--- src/rtl/ga_sync_pkg.sv ---
`default_nettype none
// ============================================================================
// Module      : ga_sync_pkg
// Description : Shared constants and helpers for the Gate Array sync and
//               interrupt processor (HSYNC/VSYNC shaping, 52-line raster
//               interrupt, screen-mode latch).
// Revision    : 1.0 - initial release
// ============================================================================
package ga_sync_pkg;

    // Raster interrupt: one request every INT_LINES HSYNC falls. A VSYNC
    // resync raises an early request only if the counter is at or past
    // INT_THRESH.
    localparam logic [5:0] INT_LINES  = 6'd52;
    localparam logic [5:0] INT_THRESH = 6'd32;

    // Monitor HSYNC window, in CLKEN ticks after the CRTC HSYNC rise.
    localparam logic [3:0] HS_DELAY   = 4'd2;
    localparam logic [3:0] HS_WIDTH   = 4'd4;

    // Monitor VSYNC window, in HSYNC falls after the CRTC VSYNC rise.
    localparam logic [2:0] VS_DELAY   = 3'd2;
    localparam logic [2:0] VS_WIDTH   = 3'd4;

    typedef logic [1:0] ga_mode_t;

    // True while the HSYNC tick counter lies inside the monitor HSYNC window.
    function automatic logic hs_in_window(input logic [3:0] cnt);
        return (cnt >= HS_DELAY) && (cnt <= (HS_DELAY + HS_WIDTH - 4'd1));
    endfunction

endpackage
`default_nettype wire

--- src/rtl/ga_sync_processor_if.sv ---
`default_nettype none
// ============================================================================
// Module      : ga_sync_processor_if
// Description : Signal bundle between the CRTC/Z80 side and the Gate Array
//               sync processor. The master modport drives the CRTC sync
//               pulses, CLKEN and the Z80/RMR strobes; the slave modport
//               (the sync processor) returns monitor syncs, the interrupt
//               request, the effective screen mode and the line counter.
//   CLKEN       1 MHz character strobe shared with the CRTC
//   CRTC_HSYNC  CRTC horizontal sync, active high
//   CRTC_VSYNC  CRTC vertical sync, active high
//   INT_ACK     Z80 interrupt acknowledge, single-CLOCK pulse
//   INT_CLR     RMR write with bit4 set, single-CLOCK pulse
//   MODE_WR     RMR write strobe, single-CLOCK pulse
//   MODE_IN     requested screen mode
//   HSYNC_OUT   monitor HSYNC
//   VSYNC_OUT   monitor VSYNC
//   CSYNC       HSYNC_OUT xor VSYNC_OUT
//   INT         Z80 interrupt request
//   MODE        effective screen mode
//   INT_CNT     interrupt line counter
// Revision    : 1.0 - initial release
// ============================================================================
interface ga_sync_processor_if;
    import ga_sync_pkg::*;

    logic       CLKEN;
    logic       CRTC_HSYNC;
    logic       CRTC_VSYNC;
    logic       INT_ACK;
    logic       INT_CLR;
    logic       MODE_WR;
    ga_mode_t   MODE_IN;
    logic       HSYNC_OUT;
    logic       VSYNC_OUT;
    logic       CSYNC;
    logic       INT;
    ga_mode_t   MODE;
    logic [5:0] INT_CNT;

    modport master (
        output CLKEN, CRTC_HSYNC, CRTC_VSYNC, INT_ACK, INT_CLR, MODE_WR, MODE_IN,
        input  HSYNC_OUT, VSYNC_OUT, CSYNC, INT, MODE, INT_CNT
    );

    modport slave (
        input  CLKEN, CRTC_HSYNC, CRTC_VSYNC, INT_ACK, INT_CLR, MODE_WR, MODE_IN,
        output HSYNC_OUT, VSYNC_OUT, CSYNC, INT, MODE, INT_CNT
    );

endinterface
`default_nettype wire

--- src/rtl/ga_int_counter.sv ---
`default_nettype none
// ============================================================================
// Module      : ga_int_counter
// Description : 6-bit raster interrupt line counter and INT flag.
//   CLOCK       system clock
//   nRESET      synchronous active-low reset
//   i_hs_fall   CLKEN-qualified CRTC HSYNC fall
//   i_vs_reset  HSYNC fall on which the VSYNC sequence resyncs the counter
//   i_int_ack   Z80 acknowledge: clears INT and counter bit 5
//   i_int_clr   RMR clear: clears INT and the whole counter
//   o_int       interrupt request
//   o_int_cnt   line counter value
// Priority: reset, clear, counter event, acknowledge. An acknowledge in the
// same cycle as a new request leaves INT set, and its bit-5 clear acts on
// the post-event counter value.
// Revision    : 1.0 - initial release
// ============================================================================
module ga_int_counter
    import ga_sync_pkg::*;
(
    input  wire logic       CLOCK,
    input  wire logic       nRESET,
    input  wire logic       i_hs_fall,
    input  wire logic       i_vs_reset,
    input  wire logic       i_int_ack,
    input  wire logic       i_int_clr,
    output logic            o_int,
    output logic [5:0]      o_int_cnt
);

    logic [5:0] r_cnt;
    logic       r_int;

    logic [5:0] w_cnt_evt;
    logic       w_set;
    logic [5:0] w_cnt_nxt;
    logic       w_int_nxt;

    always_comb begin
        w_cnt_evt = r_cnt;
        w_set     = 1'b0;
        if (i_hs_fall) begin
            if (i_vs_reset) begin
                // VSYNC resync: counter always restarts, early request only
                // when the current frame position is late enough.
                w_cnt_evt = 6'd0;
                w_set     = (r_cnt >= INT_THRESH);
            end else if ((r_cnt + 6'd1) == INT_LINES) begin
                w_cnt_evt = 6'd0;
                w_set     = 1'b1;
            end else begin
                w_cnt_evt = r_cnt + 6'd1;
            end
        end

        w_cnt_nxt = w_cnt_evt;
        w_int_nxt = r_int | w_set;
        if (i_int_ack) begin
            w_cnt_nxt[5] = 1'b0;
            if (!w_set) begin
                w_int_nxt = 1'b0;
            end
        end
    end

    always_ff @(posedge CLOCK) begin
        if (!nRESET) begin
            r_cnt <= 6'd0;
            r_int <= 1'b0;
        end else if (i_int_clr) begin
            r_cnt <= 6'd0;
            r_int <= 1'b0;
        end else begin
            r_cnt <= w_cnt_nxt;
            r_int <= w_int_nxt;
        end
    end

    assign o_int     = r_int;
    assign o_int_cnt = r_cnt;

endmodule
`default_nettype wire

--- src/rtl/ga_sync_processor.sv ---
`default_nettype none
// ============================================================================
// Module      : ga_sync_processor
// Description : Gate Array sync and interrupt processor. Samples the CRTC
//               HSYNC/VSYNC on CLKEN, shapes the monitor HSYNC/VSYNC/CSYNC,
//               drives the 52-line raster interrupt and latches the screen
//               mode on HSYNC rise.
//   CLOCK       system clock
//   nRESET      synchronous active-low reset
//   bus         ga_sync_processor_if.slave (CLKEN, CRTC syncs, INT_ACK,
//               INT_CLR, MODE_WR/MODE_IN in; HSYNC_OUT, VSYNC_OUT, CSYNC,
//               INT, MODE, INT_CNT out)
// Build option: GA_SYNC_CUT_EN - GA40010 behaviour: monitor HSYNC is gated
//               by CRTC_HSYNC and monitor VSYNC ends as soon as CRTC_VSYNC
//               is seen low. Undefined: fixed 4-tick HSYNC, 4-line VSYNC.
// Revision    : 1.0 - initial release
// ============================================================================
module ga_sync_processor
    import ga_sync_pkg::*;
(
    input  wire logic           CLOCK,
    input  wire logic           nRESET,
    ga_sync_processor_if.slave  bus
);

    logic       r_hs_d;
    logic       r_vs_d;
    logic       r_hs_arm;       // CRTC_HSYNC seen low since reset
    logic [3:0] r_hcnt;
    logic [2:0] r_vhs;
    logic       r_armed;
    ga_mode_t   r_mode_pend;
    ga_mode_t   r_mode;
    logic       r_hsync_out;
    logic       r_vsync_out;

    logic       w_hs_rise;
    logic       w_hs_fall;
    logic       w_vs_rise;
    logic       w_vs_cut;
    logic       w_vs_step;
    logic       w_vs_reset;
    logic [2:0] w_vhs_inc;
    logic       w_hcnt_go;
    logic [3:0] w_hcnt_nxt;
    logic       w_hsync_nxt;
    logic       w_int;
    logic [5:0] w_int_cnt;

    // A pulse already high when reset ends must not look like a rise, so the
    // edge history only follows CRTC_HSYNC once it has been seen low.
    assign w_hs_rise = bus.CLKEN &  bus.CRTC_HSYNC & ~r_hs_d & r_hs_arm;
    assign w_hs_fall = bus.CLKEN & ~bus.CRTC_HSYNC &  r_hs_d;
    assign w_vs_rise = bus.CLKEN &  bus.CRTC_VSYNC & ~r_vs_d;
    assign w_vhs_inc = r_vhs + 3'd1;

`ifdef GA_SYNC_CUT_EN
    assign w_vs_cut  = bus.CLKEN & ~bus.CRTC_VSYNC & r_armed;
    assign w_hcnt_go = r_hs_arm & bus.CRTC_HSYNC;
`else
    assign w_vs_cut  = 1'b0;
    // Once the window has been reached the count runs on to saturation, so
    // the monitor pulse keeps its full width after an early CRTC fall.
    assign w_hcnt_go = r_hs_arm & (bus.CRTC_HSYNC | (r_hcnt >= HS_DELAY));
`endif

    // A VS rise on the same tick as an HS fall restarts the sequence; that
    // fall is not counted as a VSYNC line.
    assign w_vs_step  = w_hs_fall & r_armed & ~w_vs_rise & ~w_vs_cut;
    assign w_vs_reset = w_vs_step & (w_vhs_inc == VS_DELAY);

    always_comb begin
        w_hcnt_nxt = r_hcnt;
        if (w_hs_rise) begin
            w_hcnt_nxt = 4'd0;
        end else if (w_hcnt_go && (r_hcnt != 4'hF)) begin
            w_hcnt_nxt = r_hcnt + 4'd1;
        end
    end

`ifdef GA_SYNC_CUT_EN
    assign w_hsync_nxt = hs_in_window(w_hcnt_nxt) & bus.CRTC_HSYNC;
`else
    assign w_hsync_nxt = hs_in_window(w_hcnt_nxt);
`endif

    always_ff @(posedge CLOCK) begin
        if (!nRESET) begin
            r_hs_d      <= 1'b0;
            r_vs_d      <= 1'b0;
            r_hs_arm    <= 1'b0;
            r_hcnt      <= 4'd0;
            r_vhs       <= 3'd0;
            r_armed     <= 1'b0;
            r_mode_pend <= 2'd0;
            r_mode      <= 2'd0;
            r_hsync_out <= 1'b0;
            r_vsync_out <= 1'b0;
        end else begin
            if (bus.MODE_WR) begin
                r_mode_pend <= bus.MODE_IN;
            end
            // A write landing on the HS-rise cycle goes straight through.
            if (w_hs_rise) begin
                r_mode <= bus.MODE_WR ? bus.MODE_IN : r_mode_pend;
            end

            if (bus.CLKEN) begin
                r_hs_d      <= bus.CRTC_HSYNC & r_hs_arm;
                r_vs_d      <= bus.CRTC_VSYNC;
                if (!bus.CRTC_HSYNC) begin
                    r_hs_arm <= 1'b1;
                end
                r_hcnt      <= w_hcnt_nxt;
                r_hsync_out <= w_hsync_nxt;

                if (w_vs_rise) begin
                    r_vhs   <= 3'd0;
                    r_armed <= 1'b1;
                end else if (w_vs_cut) begin
                    r_armed     <= 1'b0;
                    r_vsync_out <= 1'b0;
                end else if (w_vs_step) begin
                    r_vhs <= w_vhs_inc;
                    if (w_vhs_inc == VS_DELAY) begin
                        r_vsync_out <= 1'b1;
                    end
                    if (w_vhs_inc == (VS_DELAY + VS_WIDTH)) begin
                        r_vsync_out <= 1'b0;
                        r_armed     <= 1'b0;
                    end
                end
            end
        end
    end

    ga_int_counter u_int_counter (
        .CLOCK      (CLOCK),
        .nRESET     (nRESET),
        .i_hs_fall  (w_hs_fall),
        .i_vs_reset (w_vs_reset),
        .i_int_ack  (bus.INT_ACK),
        .i_int_clr  (bus.INT_CLR),
        .o_int      (w_int),
        .o_int_cnt  (w_int_cnt)
    );

    assign bus.HSYNC_OUT = r_hsync_out;
    assign bus.VSYNC_OUT = r_vsync_out;
    assign bus.CSYNC     = r_hsync_out ^ r_vsync_out;
    assign bus.INT       = w_int;
    assign bus.MODE      = r_mode;
    assign bus.INT_CNT   = w_int_cnt;

endmodule
`default_nettype wire

--- src/flat_wrapper.sv ---
// flat-port wrapper written by rule: the top's interface ports become plain ports
module ga_sync_processor_flat import ga_sync_pkg::*;
  (CLOCK, nRESET, bus_CLKEN, bus_CRTC_HSYNC, bus_CRTC_VSYNC, bus_INT_ACK, bus_INT_CLR, bus_MODE_WR, bus_MODE_IN, bus_HSYNC_OUT, bus_VSYNC_OUT, bus_CSYNC, bus_INT, bus_MODE, bus_INT_CNT);
  ga_sync_processor_if bus_i ();
  input  wire logic CLOCK;
  input  wire logic nRESET;
  input wire logic [$bits(bus_i.CLKEN)-1:0] bus_CLKEN;
  input wire logic [$bits(bus_i.CRTC_HSYNC)-1:0] bus_CRTC_HSYNC;
  input wire logic [$bits(bus_i.CRTC_VSYNC)-1:0] bus_CRTC_VSYNC;
  input wire logic [$bits(bus_i.INT_ACK)-1:0] bus_INT_ACK;
  input wire logic [$bits(bus_i.INT_CLR)-1:0] bus_INT_CLR;
  input wire logic [$bits(bus_i.MODE_WR)-1:0] bus_MODE_WR;
  input wire logic [$bits(bus_i.MODE_IN)-1:0] bus_MODE_IN;
  output wire logic [$bits(bus_i.HSYNC_OUT)-1:0] bus_HSYNC_OUT;
  output wire logic [$bits(bus_i.VSYNC_OUT)-1:0] bus_VSYNC_OUT;
  output wire logic [$bits(bus_i.CSYNC)-1:0] bus_CSYNC;
  output wire logic [$bits(bus_i.INT)-1:0] bus_INT;
  output wire logic [$bits(bus_i.MODE)-1:0] bus_MODE;
  output wire logic [$bits(bus_i.INT_CNT)-1:0] bus_INT_CNT;
  assign bus_i.CLKEN = bus_CLKEN;
  assign bus_i.CRTC_HSYNC = bus_CRTC_HSYNC;
  assign bus_i.CRTC_VSYNC = bus_CRTC_VSYNC;
  assign bus_i.INT_ACK = bus_INT_ACK;
  assign bus_i.INT_CLR = bus_INT_CLR;
  assign bus_i.MODE_WR = bus_MODE_WR;
  assign bus_i.MODE_IN = bus_MODE_IN;
  assign bus_HSYNC_OUT = bus_i.HSYNC_OUT;
  assign bus_VSYNC_OUT = bus_i.VSYNC_OUT;
  assign bus_CSYNC = bus_i.CSYNC;
  assign bus_INT = bus_i.INT;
  assign bus_MODE = bus_i.MODE;
  assign bus_INT_CNT = bus_i.INT_CNT;
  ga_sync_processor u_core (.CLOCK(CLOCK), .nRESET(nRESET), .bus(bus_i));
endmodule
--- config.mk ---
export PLATFORM = sky130hd
export DESIGN_NAME = ga_sync_processor_flat
export DESIGN_NICKNAME = d
export VERILOG_FILES = /design/src/rtl/ga_sync_pkg.sv /design/src/rtl/ga_sync_processor_if.sv /design/src/rtl/ga_int_counter.sv /design/src/rtl/ga_sync_processor.sv /design/src/flat_wrapper.sv
export SDC_FILE = /design/constraint.sdc
export NUM_CORES = 1
export LEC_CHECK = 0
export CORE_ASPECT_RATIO = 0.9
export CORE_MARGIN = 2
export CORE_UTILIZATION = 40
export CTS_CLUSTER_SIZE = 25
export DETAILED_ROUTE_END_ITERATION = 8
export GPL_ROUTABILITY_DRIVEN = 0
export PLACE_DENSITY_LB_ADDON = 0.25
export SLEW_MARGIN = 30
export SYNTH_ARGS = -nofsm -noshare
export SYNTH_HDL_FRONTEND = slang
export SYNTH_SLANG_ARGS = --single-unit
--- constraint.sdc ---
create_clock -name CLOCK -period 3.7 [get_ports CLOCK]
set_input_delay 0.37 -clock CLOCK [delete_from_list [all_inputs] [get_ports CLOCK]]
set_output_delay 0.37 -clock CLOCK [all_outputs]
set_load 0.02 [all_outputs]
[Yosys cells after proc, flatten, opt, wreduce, memory -nomap -nowiden]
Cells that the tools add are included.
Cells by class
  add/subtract/negate cells: 3
  multiply operators: 0
  divide/modulo/power cells: 0
  order comparisons: 4
  eq/ne operators: 4
  shifts and indexed selects: 0
  mux-type cells: 17
  bitwise gates (word level): 20
  reduce and logical (&&, ||, !) cells: 11
Operators by type and width (count)
  1-bit bitwise AND: 12
  6-bit two-way mux: 2
  1-bit two-way mux: 10
  4-bit by 2-bit >= comparator with 1-bit output (second input constant): 2
  4-bit two-way mux: 2
  6-bit by 1-bit adder with 6-bit output (second input constant): 1
  6-bit equality test (second input constant): 1
  6-bit >= comparator (second input constant): 1
  3-bit two-way mux: 2
  2-bit nonzero test: 3
  1-bit NOT: 5
  4-bit by 1-bit adder with 4-bit output (second input constant): 1
  4-bit by 3-bit <= comparator with 1-bit output (second input constant): 1
  4-bit inequality test (second input constant): 1
  2-bit AND reduction: 2
  4-bit AND reduction: 1
  3-bit by 1-bit adder with 3-bit output (second input constant): 1
  3-bit by 2-bit equality test with 1-bit output (second input constant): 1
  3-bit equality test (second input constant): 1
  3-bit AND reduction: 1
  3-bit OR reduction: 1
  1-bit logical AND: 2
  2-bit two-way mux: 1
  1-bit OR: 2
  2 further kinds: 2
Word-level totals
  register bits: 24
  bits in latches: 0
  RAM bits: 0
  ROM bits: 0
  input bits: 10
  output and inout bits: 12
  logic and storage cells: 72
  memories kept: 0

[Longest topological paths before layout]
  depth after elaboration: 11
  mapped depth: 6
  depth with buffers taken out: 6

[Modules after synthesis]
Synthesis repeated with hierarchy kept, for this count alone.
Second synthesis, totals
  cells, all modules: 160
  area total of the unflattened synthesis: 1412.6 um^2
By module, submodules not included
  ga_sync_processor: times used 1, cells each 92, area each 865.8 um^2, seq. area each 340.3 um^2
  ga_int_counter: times used 1, cells each 68, area each 546.8 um^2, seq. area each 140.1 um^2

[Least setup slack after synthesis]
No wires, ideal clock.
  path type: register to register
  from: reg u_core.r_hcnt[1]
  to: reg u_core.r_hsync_out, in the netlist u_core.bus.HSYNC_OUT
  setup time: 0.117 ns
  arrival time: 1.423 ns
  required time: 3.583 ns
  slack: 2.160 ns
  cell stages (with the launch flop): 7
  buffers on the path: 1
  period minus slack after synthesis: 1.540 ns
  cells stage by stage: dfxtp_1 ha_1 clkbuf_1 nor2b_1 a211oi_2 nor4_2 a32o_1
On the way
  word-level cells in the longest chain between the ends: 8
  elaborated cells between the ends (all ways): 11
  those cells by class: add/sub: 1; order compare: 3; eq/ne: 1; mux: 2; bitwise: 2; reduce/logical: 2
RTL lines
  start: declaration: RTL line ga_sync_processor.sv:29  | logic [3:0] r_hcnt;
  start signal: assignment: RTL line ga_sync_processor.sv:114  | r_hcnt <= w_hcnt_nxt;
  4-bit by 2-bit >= comparator with 1-bit output: RTL line ga_sync_processor.sv:64  | assign w_hcnt_go = r_hs_arm & (bus.CRTC_HSYNC | (r_hcnt >= HS_DELAY));
  1-bit OR: RTL line ga_sync_processor.sv:64
  1-bit bitwise AND: RTL line ga_sync_processor.sv:64
  1-bit logical AND: RTL line ga_sync_processor.sv:76  | end else if (w_hcnt_go && (r_hcnt != 4'hF)) begin
  4-bit two-way mux *: RTL line ga_sync_processor.sv:76
  4-bit two-way mux *: RTL line ga_sync_processor.sv:74  | if (w_hs_rise) begin
  4-bit by 2-bit >= comparator with 1-bit output or 4-bit by 3-bit <= comparator with 1-bit output (tied branches): RTL line ga_sync_pkg.sv:29  | return (cnt >= HS_DELAY) && (cnt <= (HS_DELAY + HS_WIDTH - 4'd1));
  1-bit logical AND *: RTL line ga_sync_pkg.sv:29
  end signal: assignment: RTL line ga_sync_processor.sv:115  | r_hsync_out <= w_hsync_nxt;
  end: declaration: RTL line ga_sync_processor.sv:34  | logic r_hsync_out;
Mark *: on every way between the ends. The rest lies on a longest branch, timed or not.
A chain may end at the register's enable or synchronous reset.

[Worst setup path in the final report]
  from: reg u_core.r_vhs[0]
  to: reg u_core.u_int_counter.r_int, in the netlist u_core.u_int_counter.o_int
On the way
  word-level cells in the longest chain between the ends: 8
RTL lines
  start: declaration: RTL line ga_sync_processor.sv:30  | logic [2:0] r_vhs;
  start signal: assignment: RTL line ga_sync_processor.sv:124  | r_vhs <= w_vhs_inc;
  3-bit by 1-bit adder with 3-bit output *: RTL line ga_sync_processor.sv:55  | assign w_vhs_inc = r_vhs + 3'd1;
  3-bit by 2-bit equality test with 1-bit output *: RTL line ga_sync_processor.sv:70  | assign w_vs_reset = w_vs_step & (w_vhs_inc == VS_DELAY);
  1-bit bitwise AND *: RTL line ga_sync_processor.sv:70
  1-bit two-way mux *: RTL line ga_int_counter.sv:43  | if (i_vs_reset) begin
  1-bit two-way mux *: RTL line ga_int_counter.sv:42  | if (i_hs_fall) begin
  1-bit OR: RTL line ga_int_counter.sv:57  | w_int_nxt = r_int | w_set;
  1-bit two-way mux: RTL line ga_int_counter.sv:60  | if (!w_set) begin
  1-bit two-way mux *: RTL line ga_int_counter.sv:58  | if (i_int_ack) begin
  end signal: assignment: RTL line ga_int_counter.sv:75  | r_int <= w_int_nxt;
  end: declaration: RTL line ga_int_counter.sv:32  | logic r_int;
Marked as above.

==> out/results.ini <==
[placement]
hpwl_um = 2070
dpl_cell_area_um2 = 1580
dpl_worst_slack_ns = 1.63
port_buffers = 21

[critical_path]
worstSetupPathType = flip-flop to flip-flop
endpoint_kind = flip-flop
start_kind = flip-flop
required_ns = 3.87
cp_cell_sequence = ha_1, xnor2_1, nand4_1, mux2_2, o32ai_1
slowest_stage = nand4_1
cpPeakStageDelay_ns = 0.41
cp.arrival_ns = 2.07
critical_path.startpoint = u_core.r_vhs[0]$_SDFFE_PN0P_
rr_startpoint = u_core.r_vhs[0]$_SDFFE_PN0P_
critPathMaxFanout = 11

[yosys]
async_flop_share = 0
postSynthCellCount = 160
synth_area_um2 = 1360
synth_ff_type = dfxtp_1
ys_seq_area_frac = 0.353
yosys.cell_types.count = 41
synth.avg_cell_area_um2 = 8.50
yosysWarnings = 0
synth-seq-cells = 24
synth_edf_count = 0
syn-num-nets = 176

[global_route]
antenna_found_initial = 0
grt-busiest-layer = met2
grt_pass1_wl_um = 4820
grtUsageMet3 = 0.0399
met2_usage = 0.235
grtUsageTotal = 0.159
grt_pass1_vias = 1055
grt_overflow = 0
met1_usage = 0.233
grt_max_degree = 19

[detailed_routing]
wl_per_cell_um = 12.7
first_pass_iters = 4
drt_wl_total_um = 2780
drt-initial-drc-count = 37
drc = 0
via_count = 1175
routed_via_density = 5.37
ant_nets = 0

[pwr]
p_leak_nw = 0.572
power_uw = 463
vdd_ir_drop_max_mv = 0.199
cellPowerDensity_nw_per_um2 = 285

[clock_network]
cts-root-buf = clkbuf_8
cts.path.max_buffers = 2
clkLatencyLatePin_ns = 0.26
htreeDepth = 1
cts.sinks = 24
tritoncts = yes
hold_buffers = 0
post_cts_buffers = 0
clk_pin_slew_ns = 0.08
cts_inserted_buffers = 3
cts_resized = 0

[timing]
tightest_slew_ns = 0.536
period_share = 0.515
setup_ws_ns = 1.80
rsz0062_at_grt = false
tns_ns = 0
clock_skew_ns = 0.00176
hold_viol = 0
setup_viol = 0
period_minus_slack_ns = 1.90
max_slew_margin = 0.642
fmax_mhz = 525
slew_violations = 0

[run]
maxCapViolations = 0

[floorplan]
dieArea_um2 = 3880
coreArea_um2 = 3300
start_util = 0.412
core.rowCount = 20
num_io_pins = 22
fp.dieW_um = 65.5
die_y_um = 59.3

[final_layout]
stdcell_area_um2 = 1620
area_growth_pct = 19.4
final_nets = 193
drive_above_1_share = 0.0571
diodes = 0
nFillCells = 320

[hold_path]
holdCritPathClass = flip-flop to flip-flop
worstHoldStart = u_core.u_int_counter.o_int$_SDFF_PP0_

[run_status]
outcome = complete, no violations

## synth_stat cells (2+ instances only)
cell type | count | area (µm²)
o22ai_1 | 2 | 12.5
nand3_1 | 8 | 40.0
nor3_1 | 2 | 10.0
mux2i_1 | 4 | 40.0
nand2_1 | 18 | 67.6
a21boi_0 | 5 | 37.5
nand4_1 | 5 | 31.3
o311a_1 | 2 | 20.0
xor2_1 | 5 | 43.8
o2111ai_1 | 2 | 17.5
inv_1 | 9 | 33.8
or3_1 | 3 | 18.8
nor2b_1 | 9 | 56.3
nor2_1 | 5 | 18.8
o32ai_1 | 2 | 17.5
o21ai_0 | 7 | 35.0
a31oi_1 | 2 | 12.5
buf_2 | 4 | 20.0
nand2b_1 | 5 | 31.3
a21oi_1 | 8 | 40.0
clkbuf_1 | 4 | 15.0
o211a_1 | 2 | 20.0
ha_1 | 6 | 75.1
dfxtp_1 | 24 | 480
## cell families after synthesis
group,after synthesis,synth area share
DFF,24,0.353
adders and majority gates,6,0.0552
xor gates and xnor gates,6,0.0386
and+or+nand+nor,63,0.256
buffers and inverters,18,0.0561
muxes,5,0.0377
AOI/OAI and AO/OA,38,0.203
## registers in the layout (all words and copies together) (netlist names)
name                            count
u_core.bus.MODE                     2
u_core.u_int_counter.o_int_cnt      6
u_core.r_mode_pend                  2
u_core.r_hcnt                       4
u_core.r_hs_arm                     1
u_core.r_vhs                        3
u_core.bus.VSYNC_OUT                1
u_core.r_hs_d                       1
u_core.bus.HSYNC_OUT                1
u_core.r_vs_d                       1
u_core.u_int_counter.o_int          1
u_core.r_armed                      1
## placed cells by master, fill, tap and decap left out, drive strengths merged, types with 3 or more instances in the layout
master         instances
xor2                   5
or3                    4
nand2                 18
clkbuf                 3
nor2b                  9
ha                     6
clkdlybuf4s50         21
dfxtp                 24
inv                    9
a21oi                  8
mux2i                  4
nor2                   5
nand3                  8
nand2b                 5
nand4                  5
o21ai                  7
a21boi                 5
## area by class of cell
type	instances	area, µm²	area share
multi-input cells	118	803	0.495
flip-flops and latches	24	480	0.296
repair buffers	21	210	0.129
well taps	44	55.1	0.0339
clock buffers	3	41.3	0.0254
inverters	9	33.8	0.0208
## power breakdown
group          internal, mW  switching [mW]
Combinational        0.0235          0.0220
Sequential            0.263         0.00553
Clock                0.0726          0.0759
## final timing paths
kind / to / slack (ns) / depth (start not counted)
max reg2reg: u_core.u_int_counter.o_int$_SDFF_PP0_ / 1.80 / 5
min reg2reg: u_core.u_int_counter.o_int$_SDFF_PP0_ / 0.47 / 2
min: u_core.u_int_counter.o_int$_SDFF_PP0_ / 0.47 / 2
max: u_core.u_int_counter.o_int$_SDFF_PP0_ / 1.80 / 5
## critical path, delay by kind of cell (launching register included)
kind	cells	cell delay [ns]
AND/OR/NAND/NOR	1	0.41
AO/OA/AOI/OAI	1	0.22
adder cells (fa/ha/maj)	1	0.23
multiplexers	1	0.41
flip-flops	1	0.34
XOR/XNOR	1	0.19
## layer usage
layer  wire (µm)  vias to the layer above
met5           0                        -
met4          16                        0
met3         126                        2
met2        1230                       22
met1        1420                      546
li1            -                      605
## through the flow
step / util / hold slack (ns) / instances
after global routing: 0.492 / 0.519 / 219
after global placement: 0.479 / 0.461 / 216
final: 0.492 / 0.473 / 219
after detailed placement: 0.479 / 0.459 / 216
after floorplan: - / 0.473 / 160
after CTS: 0.492 / 0.482 / 219
Note: power is estimated with default switching activity, not from simulation.
